## config.mk

```make
export PLATFORM = sky130hd
export DESIGN_NAME = reg_arbiter
export DESIGN_NICKNAME = d
export VERILOG_FILES = /design/src/rtl/reg_arbiter_pkg.sv /design/src/rtl/reg_arbiter_rr_pick.sv /design/src/rtl/reg_arbiter.sv
export SDC_FILE = /design/constraint.sdc
export NUM_CORES = 1
export LEC_CHECK = 0
export CAP_MARGIN = 20
export CORE_MARGIN = 2
export CORE_UTILIZATION = 30
export CTS_CLUSTER_SIZE = 10
export DETAILED_ROUTE_END_ITERATION = 7
export PLACE_DENSITY = 0.81
export SLEW_MARGIN = 15
export SYNTH_ARGS = -nofsm -noshare
export SYNTH_HDL_FRONTEND = slang
export SYNTH_SLANG_ARGS = --single-unit
```

## constraint.sdc

```tcl
create_clock -name clk -period 1.9 [get_ports clk]
set_input_delay 0.285 -clock clk [delete_from_list [all_inputs] [get_ports clk]]
set_output_delay 0.285 -clock clk [all_outputs]
set_load 0.03 [all_outputs]
```

## src/rtl/reg_arbiter_pkg.sv

```systemverilog
// Shared definitions for the reg_arbiter slice: requester count, index width,
// holding-register state encoding and a one-hot helper.
package reg_arbiter_pkg;

    localparam int N_REQ = 4;
    localparam int SRC_W = 2;

    typedef enum logic {
        EMPTY = 1'b0,
        FULL  = 1'b1
    } state_t;

    function automatic logic [N_REQ-1:0] onehot(input logic [SRC_W-1:0] idx);
        logic [N_REQ-1:0] v;
        v      = '0;
        v[idx] = 1'b1;
        return v;
    endfunction

endpackage

```

## src/rtl/reg_arbiter_rr_pick.sv

```systemverilog
// Circular priority pick: first set request bit at or after ptr, wrapping
// from the highest index back to 0.
module rr_pick
    import reg_arbiter_pkg::*;
(
    input  logic [N_REQ-1:0] req,
    input  logic [SRC_W-1:0] ptr,
    output logic [SRC_W-1:0] winner,
    output logic             any
);

    logic [SRC_W-1:0] idx;

    always_comb begin
        winner = '0;
        any    = 1'b0;
        idx    = '0;
        for (int unsigned i = 0; i < N_REQ; i++) begin
            idx = ptr + SRC_W'(i);
            if (!any && req[idx]) begin
                winner = idx;
                any    = 1'b1;
            end
        end
    end

endmodule

```

## src/rtl/reg_arbiter.sv

```systemverilog
// Four requesters share one holding register behind an EMPTY/FULL FSM.
// Define REG_ARBITER_BACK2BACK_EN to refill on the consuming cycle (no bubble).
module reg_arbiter
    import reg_arbiter_pkg::*;
#(
    parameter int X = 32
) (
    input  logic                   clk,
    input  logic                   rst_n,
    input  logic [N_REQ-1:0]       req,
    input  logic [N_REQ*(X+1)-1:0] req_data,
    output logic [N_REQ-1:0]       gnt,
    output logic [X:0]             out_data,
    output logic [SRC_W-1:0]       out_src,
    output logic                   out_valid,
    input  logic                   out_ready
);

    state_t           state;
    logic [SRC_W-1:0] ptr;
    logic [SRC_W-1:0] winner;
    logic             any;
    logic             take;
    logic [X:0]       pick_data;

    rr_pick u_pick (
        .req    (req),
        .ptr    (ptr),
        .winner (winner),
        .any    (any)
    );

    assign pick_data = req_data[32'(winner) * (X+1) +: (X+1)];

    // take marks a capture edge; in FULL it already implies the word is consumed
    always_comb begin
        take = 1'b0;
        case (state)
            EMPTY: take = rst_n && any;
            FULL: begin
`ifdef REG_ARBITER_BACK2BACK_EN
                take = rst_n && any && out_ready;
`else
                take = 1'b0;
`endif
            end
            default: take = 1'b0;
        endcase
    end

    assign gnt       = take ? onehot(winner) : '0;
    assign out_valid = (state == FULL);

    always_ff @(posedge clk) begin
        if (!rst_n) begin
            state    <= EMPTY;
            ptr      <= '0;
            out_data <= '0;
            out_src  <= '0;
        end else if (take) begin
            out_data <= pick_data;
            out_src  <= winner;
            ptr      <= winner + 1'b1;
            state    <= FULL;
        end else if (state == FULL && out_ready) begin
            state    <= EMPTY;
        end
    end

endmodule

```

==> results.txt <==
Largest net degree at the start of global routing: 33
Clock Latency Late Sink: 0.29 ns
Post-route setup slack: -0.01974 ns
Async set-reset flop share out of synthesis: 0%
Fin crit period: 1.920 ns
FF+latch count, synth: 38
Unrepaired setup endpoints after global routing: true
H-tree Lvls: 2
FILL cells: 651
Max-slew violation count: 0
Starting DRT DRC Count: 90
Area delta synth->final: 95.64%
Dpl cells: 549
Mapped cell area: 0.002412 mm^2
Synth Warn #: 0
First-pass GRT wire length: 15210 um
Worst min path class: reg -> reg
CTS Buffer Depth: 2
LEAKAGE: 1.875 nW
Status: finished, violations left
Slew headroom: 75.30%
Cell count after synthesis: 269
Clock slew at reported path FFs: 0.08 ns
CTS sink cnt: 38
Fin util: 60.76%
FP Rows: 32
DR WL/cell: 17.83 um
Fin crit share: 101.0%
CP Class: reg -> out
Cell Int Power: 2.036 mW
Post-DRT Antenna Nets: 0
F_max: 520.9 MHz
Routed vias/inst: 5.362
Share of cells above drive strength 1: 17.14%
Drc violations: 0
Seq/Total Area, Yosys: 31.54%
Final setup viols: 4
Vias: 3019
CP endpoint kind: output port
Prevailing post-synth register cell: dfxtp_1
Clk_skew: 0.007383 ns
DRT Pass-1 Iters: 4
Hold Vio Cnt, Final: 0
Die area: 0.008774 mm^2
Critical Path AT: 1.63 ns
Max Cap Violations: 0
Dpl hpwl: 7350 um
Total track usage: 21.97%
Data required, critical path: 1.62 ns
DRT Wirelength: 10040 um
Vias in the first global route: 3068
Global route total overflow: 0
Sw Share: 35.18%
PD cells: 665.7 mW/mm^2
Initial antenna violation count: 0
Logic pwr share: 49.7%
Library cells used by synthesis: 35
Maximum vdd ir drop: 304.0 uV
Antenna cells: 0
RePlAce Congestion: 0.8469
Most common cell after layout, fill and taps aside: clkdlybuf4s50_1
Commonest cells after routing, fill and taps aside: clkdlybuf4s50_1, dfxtp_1, a21oi_1, a211oi_1, buf_4
Die Span Y: 93.67 um
CP max FO: 5
Net switching power: 1.105 mW
Root Buffer: clkbuf_8
Non-Filler Instances: 563
Buffers added on ports: 178
Failing checks: negative setup slack
Avg Cell Area, Syn: 8.968 um^2
Initial Utilization: 31.06%
Die Wd: 93.67 um
Worst Setup Start Kind: flip-flop
Synthesized Nets: 408
Core area: 0.007767 mm^2
IO Pins: 179
Post-synth EDFFs: 0
Total CTS buffers: 5
Worst-margin pin slew: 0.3705 ns
Hold buffer count at cts: 0
Clk pwr share: 18.9%
CTS tree: done
Nets@finish: 599
Flop pwr share: 31.5%
-- worst max-delay path, stage by stage (launching register included) --
cell     delay [ns]
dfxtp_4        0.39
mux2i_4        0.24
o22a_4         0.18
nand2_4        0.06
buf_12         0.13
nor3_4         0.19
buf_6          0.16
-- sequential cells by signal, summed over array words and instances (netlist names) --
register / count
ptr: 2
out_src: 2
out_valid: 1
out_data: 33
-- power by group through the flow --
stage | Clock (mW) | Combinational, mW | Sequential, mW
final | 0.593 | 1.56 | 0.989
after global routing | 0.638 | 1.64 | 1.00
after CTS | 0.605 | 1.51 | 0.989
after detailed placement | 0 | 1.48 | 1.00
after global placement | 0 | 1.45 | 0.998
after floorplan | 0 | 0.522 | 1.22
-- final timing paths --
kind | start | endpoint | slack [ns] | cells after the start
worst max-delay path | ptr[1] | gnt[1] | -0.02 | 6
worst min-delay path | out_data[5] | out_data[5] | 0.47 | 2
worst max register to register | ptr[1] | out_data[9] | -0.01 | 7
worst min register to register | out_data[5] | out_data[5] | 0.47 | 2
-- final cells by class --
type                            instances  area, um^2  share of cell area, %
Sequential cell                        38       765.7                  16.22
Inverter                                1       3.754                0.07953
Tap cell                              102       127.6                  2.704
Timing Repair Buffer                  211        2148                  45.52
Clock inverter                          2       12.51                 0.2651
Multi-Input combinational cell        203        1579                  33.46
Clock buffer                            6       82.58                  1.750
-- per-layer routing --
metal / global-route usage (%) / vias to the layer above / share of wire (%)
met4: 7.850 / 0 / 2.3
li1: - / 1432 / -
met3: 3.612 / 18 / 4.6
met2: 41.13 / 110 / 53
met1: 24.96 / 1459 / 40
met5: 0 / - / 0
-- synthesized netlist by cell type, drive strengths merged (2+ instances only) --
library cell  instances  area, um^2
o22ai                 2       12.51
o22a                  2       26.28
o21a                  2       15.01
nand3                15       75.07
a21oi                36       180.2
and3                 17       106.4
nor3                  3       20.02
a221o                15       150.1
buf                  13       95.08
nand2                 6       30.03
a211oi               34       255.2
o221ai                2       23.77
mux2i                20       203.9
nand2b                3       18.77
nor2                  4       15.01
dfxtp                38       760.7
nor2b                 3       18.77
clkbuf               14       52.55
mux2                 15       202.7
o21ai                19       95.09
-- per-stage QoR --
step / hold slack, ns / total power [mW] / setup WS, ns / cell area (um^2) / TNS (ns)
floorplan: 0.4711 / 1.740 / -0.01726 / 2422 / -0.01726
global placement: 0.4624 / 2.449 / -0.3338 / 4482 / -10.40
detailed placement: 0.4502 / 2.483 / -0.4093 / 4482 / -12.42
CTS: 0.4730 / 3.108 / -0.03855 / 4637 / -0.07659
global route: 0.4932 / 3.283 / -0.09106 / 4720 / -0.8455
finish: 0.4684 / 3.142 / -0.01974 / 4720 / -0.04094
-- cells by family after synthesis --
family / count (synthesis) / share of synthesized area, %
AOI/OAI and AO/OA: 115 / 32.42
buffers and inverters: 28 / 6.275
DFF: 38 / 31.54
muxes: 35 / 16.86
and+or+nand+nor: 53 / 12.91
-- repair_timing --
action | CTS | global route
hold endpoints to repair | 0 | 0
resized for setup | 13 | 14
endpoints found under the setup margin | 27 | 21
pin swaps | 4 | 6
gates cloned | 0 | 1
setup buffers | 3 | 2
No activity file was read; power rests on OpenSTA's default activity.
